### src/rtl/serial_adder_ctrl.sv
// Purpose : bit-serial WIDTH-bit unsigned adder that reuses one full_adder cell, LSB first.
// Latency : WIDTH clock edges from the accepting start edge to result valid, which is flagged by done_out.
// Backpressure: start_in is accepted only in IDLE or DONE and ignored in RUN; there is no queueing.
//
// Ports:
//   clk_in, rst_in        : clock, asynchronous active-high reset
//   start_in              : request, sampled in IDLE/DONE
//   a_in, b_in, c_in      : operands and carry-in, captured on the accepting edge
//   busy_out              : high while bits are being processed
//   done_out              : one-cycle pulse, result valid in the same cycle
//   sum_out, car_out      : registered result of the last completed add

module full_adder (
    input  logic a_i,
    input  logic b_i,
    input  logic c_i,
    output logic s_o,
    output logic c_o
);
    assign s_o = a_i ^ b_i ^ c_i;
    assign c_o = (a_i & b_i) | (c_i & (a_i ^ b_i));
endmodule

module serial_adder_ctrl #(
    parameter int WIDTH = 8
) (
    input  logic             clk_in,
    input  logic             rst_in,
    input  logic             start_in,
    input  logic [WIDTH-1:0] a_in,
    input  logic [WIDTH-1:0] b_in,
    input  logic             c_in,
    output logic             busy_out,
    output logic             done_out,
    output logic [WIDTH-1:0] sum_out,
    output logic             car_out
);
    // One spare count value so the counter cannot wrap inside an operation.
    localparam int CW = $clog2(WIDTH + 1);
    localparam logic [CW-1:0] LAST = CW'(WIDTH - 1);

    typedef enum logic [1:0] {
        S_IDLE = 2'd0,
        S_RUN  = 2'd1,
        S_DONE = 2'd2
    } state_t;

    state_t           state_q, state_d;
    logic [WIDTH-1:0] a_sh_q, a_sh_d;
    logic [WIDTH-1:0] b_sh_q, b_sh_d;
    logic [WIDTH-1:0] s_sh_q, s_sh_d;
    logic [WIDTH-1:0] sum_q, sum_d;
    logic             cy_q, cy_d;
    logic             car_q, car_d;
    logic [CW-1:0]    cnt_q, cnt_d;

    logic             fa_s;
    logic             fa_c;
    logic [WIDTH-1:0] s_next;

    full_adder u_fa (
        .a_i (a_sh_q[0]),
        .b_i (b_sh_q[0]),
        .c_i (cy_q),
        .s_o (fa_s),
        .c_o (fa_c)
    );

    // New sum bit enters at the MSB; after WIDTH shifts bit 0 has reached the LSB.
    // Written as shift/or so it stays legal when WIDTH is 1.
    assign s_next = (s_sh_q >> 1) | (WIDTH'(fa_s) << (WIDTH - 1));

    always_comb begin
        state_d = state_q;
        a_sh_d  = a_sh_q;
        b_sh_d  = b_sh_q;
        s_sh_d  = s_sh_q;
        sum_d   = sum_q;
        cy_d    = cy_q;
        car_d   = car_q;
        cnt_d   = cnt_q;

        case (state_q)
            S_IDLE, S_DONE: begin
                if (start_in) begin
                    a_sh_d  = a_in;
                    b_sh_d  = b_in;
                    cy_d    = c_in;
                    s_sh_d  = '0;
                    cnt_d   = '0;
                    state_d = S_RUN;
                end else if (state_q == S_DONE) begin
                    state_d = S_IDLE;
                end
            end
            S_RUN: begin
                s_sh_d = s_next;
                a_sh_d = a_sh_q >> 1;
                b_sh_d = b_sh_q >> 1;
                cy_d   = fa_c;
                cnt_d  = cnt_q + CW'(1);
                if (cnt_q == LAST) begin
                    // Publish straight from the adder so the last bit is included.
                    sum_d   = s_next;
                    car_d   = fa_c;
                    state_d = S_DONE;
                end
            end
            default: state_d = S_IDLE;
        endcase
    end

    always_ff @(posedge clk_in or posedge rst_in) begin
        if (rst_in) begin
            state_q <= S_IDLE;
            a_sh_q  <= '0;
            b_sh_q  <= '0;
            s_sh_q  <= '0;
            sum_q   <= '0;
            cy_q    <= 1'b0;
            car_q   <= 1'b0;
            cnt_q   <= '0;
        end else begin
            state_q <= state_d;
            a_sh_q  <= a_sh_d;
            b_sh_q  <= b_sh_d;
            s_sh_q  <= s_sh_d;
            sum_q   <= sum_d;
            cy_q    <= cy_d;
            car_q   <= car_d;
            cnt_q   <= cnt_d;
        end
    end

    // DONE lasts exactly one cycle, so decoding it yields the done pulse.
    assign busy_out = (state_q == S_RUN);
    assign done_out = (state_q == S_DONE);
    assign sum_out  = sum_q;
    assign car_out  = car_q;

endmodule

### config.mk
export PLATFORM = sky130hd
export DESIGN_NAME = serial_adder_ctrl
export DESIGN_NICKNAME = d
export VERILOG_FILES = /design/src/rtl/serial_adder_ctrl.sv
export SDC_FILE = /design/constraint.sdc
export NUM_CORES = 1
export LEC_CHECK = 0
export CORE_MARGIN = 1
export CORE_UTILIZATION = 54
export DETAILED_ROUTE_END_ITERATION = 6
export PLACE_DENSITY = 0.83
export SLEW_MARGIN = 20
export SYNTH_ARGS = -nofsm -noshare
export SYNTH_HDL_FRONTEND = slang
export SYNTH_SLANG_ARGS = --single-unit
### constraint.sdc
create_clock -name clk_in -period 3.7 [get_ports clk_in]
set_input_delay 0.37 -clock clk_in [delete_from_list [all_inputs] [get_ports clk_in]]
set_output_delay 0.37 -clock clk_in [all_outputs]
set_load 0.02 [all_outputs]
Word-level counts from Yosys, hierarchy flattened
Cells that the tools add are included.
W data, S select, Z words.
- add/subtract/negate cells: 1
- $mul: 0
- div/mod/pow operators: 0
- $lt $le $gt $ge: 0
- equality and inequality tests: 6
- shift operators: 0
- multiplexer cells: 14
- bitwise operators: 6
- reductions and logical operators: 6
- operator list (cell ; count):
    $pmux W8 S2 ; 3
    $mux W8 ; 3
    $or A7 B8 Y8 ; 1
    $pmux W4 S2 ; 1
    $mux W2 ; 3
    $reduce_and A2 Y1 ; 3
    $add A4 B1 Y4 const B ; 1
    $eq A4 B3 Y1 const B ; 1
    $mux W4 ; 1
    $pmux W2 S2 ; 1
    $ne A3 B3 Y1 const B ; 1
    $and A1 B1 Y1 ; 2
    $eq A2 B1 Y1 const B ; 1
    $eq A2 B2 Y1 const B ; 1
    $logic_not A2 Y1 ; 1
    $ne A2 B1 Y1 const B ; 1
    $ne A2 B2 Y1 const B ; 1
    $pmux W1 S2 ; 1
    $reduce_bool A2 Y1 ; 1
    $reduce_or A2 Y1 ; 1
    $xor A1 B1 Y1 ; 2
    $mux W1 ; 1
    $or A1 B1 Y1 ; 1
- register bits after elaboration: 40
- bits in latches: 0
- bits in writable memories: 0
- bits in read-only memories: 0
- input bits: 20
- output and inout port bits: 11
- logic and storage cells: 41
- memories: 0

Longest topological paths before layout
- word-level depth: 4
- mapped depth: 5
- mapped depth without buffers: 4

Cells and area by module
A second synthesis with hierarchy kept.
- cells, all modules: 131
- area total of the unflattened synthesis: 1609.0 um^2
- by module, submodules not included (module ; times used ; cells each ; area an instance (um^2) ; sequential area each (um^2)):
    serial_adder_ctrl ; 1 ; 130 ; 1589.0 ; 975.9
    full_adder ; 1 ; 1 ; 20.0 ; 0.0

Worst setup path after synthesis
No wires, ideal clock.
- kind: register to output
- start: register state_q[1]
- end: output port busy_out
- data arrival time: 1037 ps
- data required time: 3330 ps
- path slack: 2293 ps
- stages on the path, launching flop included: 4
- path buffers: 2
- cell sequence: dfrtp_1 and2b_4 buf_2 buf_2
- longest elaborated chain between the ends: 1
- ends and longest elaborated chain (item ; line ; source):
    start, declared ; 48 ; state_t state_q, state_d;
    start signal, assigned ; 124 ; state_q <= state_d;
    $eq A2 B1 Y1 ; 136 ; assign busy_out = (state_q == S_RUN);
    end, declared ; 33 ; output logic busy_out,
No other way between the ends.

Worst setup path in the final report
Ends and elaborated chain as after synthesis.

==> qor.yml <==
cts_resized: 0
finalCritPeriodShare_pct: 62.2
leakagePower_uw: 0.00101
synth-seq-cells: 39
synthTopCellsByArea: "dfrtp_1 61%, a22o_1 14%, a21o_1 7.0%"
hpwlAfterDp_mm: 1.86
hold_class: "in -> async"
ir_worst_vdd_mv: 0.608
avgSynthCellArea_sq_um: 14.0
power_density_mw_per_mm2: 851
synth.distinct_cells: 19
reg2reg_from: "state_q[1]"
final_max_slew_viol_count: 0
grt_pass1_vias: 1080
grt_overflow: 0
finalSetupViolCount: 0
first_pass_iters: 4
clk_latency_ns: 0.34
post_drt_wl_per_cell_microns: 15.5
die_area_sq_mm: 0.00321
r2r_cells: 3
finalSetupTns_ns: 0
p_seq_share_pct: 42.7
num-nets-final: 168
synth_top_cell_area_share_pct: 60.6
slew_headroom_pct: 47.9
htree_levels: 2
die_h_microns: 56.6
cp-startpoint: "state_q[1]"
synth_ff_type: "dfrtp_1"
cts_sinks: 39
hold_viol_final: 0
crit_path_end: "busy_out"
grt_use_total_pct: 19.8
synth_fp_nets: 137
antenna_found_initial: 0
criticalPathCategory: "reg -> out"
synth.most_common_cell: "dfrtp_1"
drt.antenna.violating_nets: 0
rows: 19
final_util_pct: 72.2
grt_max_degree: 40
multiInputGateArea_sq_um: 587
arrival_ns: 1.93
crit_fanout: 31
numCtsBuffers: 5
cts_hold_buf: 0
switching_share_pct: 33.4
cts_setup_buffers: 0
fillerInstances: 191
antennaDiodeCount: 0
worstPathRequired_ns: 3.33
drtIter0Drc: 22
vias: 1046
drive_gt1_share_pct: 9.52
drv_cap: 0
period_needed_ns: 2.30
pwr-share-comb_pct: 40.1
grt_pass1_wl_mm: 4.85
cts_root_buf: "clkbuf_4"
gp_congestion: 0.694
drc: 0
fin_worst_skew_ns: 0.00731
yosysSeqAreaShare_pct: 60.6
synth_edf_count: 0
max_slew.worst_pin.slew_ns: 0.778
ios: 31
die_w_microns: 56.6
via_per_inst: 5.88
synthToLayoutAreaGrowth_pct: 24.5
reg2reg_slack_ns: 1.57
final-seq-area_sq_um: 976
outcome: "finished clean"
cp-end-kind: "output pin"
synthTopCellsByCount: "39 x dfrtp_1, 26 x a22o_1, 15 x a21o_1, 9 x mux2_1, 6 x buf_2"
finish.instance_area_sq_mm: 0.00201
rsz0062_at_grt: "false"
syn_area_sq_mm: 0.00161
intPower_uw: 1140
core_sq_mm: 0.00278
finalWirelength_mm: 2.76
clkSlewWorstSetupHoldPaths_ns: 0.11
clk_path_buf_depth: 2
initial_utilization_pct: 57.9
cts_tree: "yes"
r2r_end: "sum_out[7]"
p_sw_uw: 571
synth_async_sr_flop_share_pct: 100
synthCells: 115
yosys.area.top_type: "dfrtp_1"
p_clk_share_pct: 17.2
yosysWarnings: 0
worstSetupStartpointType: "flop"
dpl_cell_area_sq_mm: 0.00192
port_buffers: 30
max_freq_mhz: 435
==> how the worst min path moves through the flow <==
stage / start / end / slack, ns
after global routing: rst_in / s_sh_q[3] / 0.47
final: rst_in / a_sh_q[4] / 0.45
after CTS: rst_in / sum_out[3] / 0.45
after detailed placement: b_sh_q[4] / b_sh_q[4] / 0.47
after floorplan: a_sh_q[1] / a_sh_q[1] / 0.45
after global placement: b_sh_q[4] / b_sh_q[4] / 0.46
==> worst max-delay path, stage by stage, from the launching register on <==
cell	delay [ns]
dfrtp_1	0.40
and2b_4	0.50
clkdlybuf4s50_1	0.69
==> placed cells by master (no fill, tap or decap) <==
| master | n |
|---|---|
| fa_1 | 1 |
| clkdlybuf4s50_1 | 30 |
| clkbuf_8 | 1 |
| a21o_1 | 15 |
| mux2_1 | 9 |
| ha_1 | 1 |
| o21ai_0 | 1 |
| nor3b_2 | 1 |
| nand4_1 | 1 |
| nand2_1 | 3 |
| nor2b_1 | 3 |
| mux2i_1 | 2 |
| a22o_1 | 26 |
| clkbuf_4 | 5 |
| mux2_2 | 1 |
| bufinv_16 | 1 |
| nand2b_1 | 1 |
| buf_4 | 2 |
| clkinv_2 | 1 |
| inv_1 | 1 |
| nor2_4 | 1 |
| dfrtp_1 | 39 |
| and2b_4 | 1 |
==> layer usage <==
metal,global-route usage [%],vias to the layer above,routed length [microns],share of wire [%]
li1,-,491,-,-
met1,26.7,527,1240,45
met2,31.3,24,1390,51
met3,6.22,4,97,3.5
met4,5.23,0,27,0.98
met5,0,-,0,0
==> power groups by stage <==
stage                     clock, uW  sequential, uW  combinational (uW)
after floorplan                   0             755                 472
after global placement            0             726                 668
after detailed placement          0             739                 693
after CTS                       301             729                 697
after global routing            320             751                 749
final                           295             729                 685
==> layout make-up <==
cell class / count / area share (%)
Sequential cell: 39 / 48.6
Inverter: 1 / 0.187
Multi-Input combinational cell: 67 / 29.2
Timing Repair Buffer: 32 / 15.7
Tap cell: 31 / 1.93
Clock buffer: 6 / 2.56
Clock inverter: 2 / 1.75
==> flip-flops by register name, indices dropped and copies added, names as in the netlist <==
| name | flops |
|---|---|
| car_out | 1 |
| b_sh_q | 8 |
| state_q | 2 |
| cnt_q | 4 |
| a_sh_q | 8 |
| s_sh_q | 7 |
| cy_q | 1 |
| sum_out | 8 |
==> cells by family after synthesis <==
group | after synthesis | synth area share (%)
buffers and inverters | 9 | 3.03
flip-flops | 39 | 60.6
AND/OR/NAND/NOR | 11 | 4.74
multiplexers | 12 | 8.23
adder cells (fa/ha/maj) | 2 | 2.02
AO/OA/AOI/OAI | 42 | 21.4
==> per-stage QoR <==
step | power [uW] | cells | hold slack (ns) | setup slack [ns]
final | 1710 | 178 | 0.451 | 1.40
after global routing | 1820 | 178 | 0.468 | 1.32
after CTS | 1730 | 178 | 0.449 | 1.38
after detailed placement | 1430 | 170 | 0.465 | 1.57
after global placement | 1390 | 170 | 0.459 | 1.67
after floorplan | 1230 | 115 | 0.450 | 2.29
No activity file was read; power rests on OpenSTA's default activity.
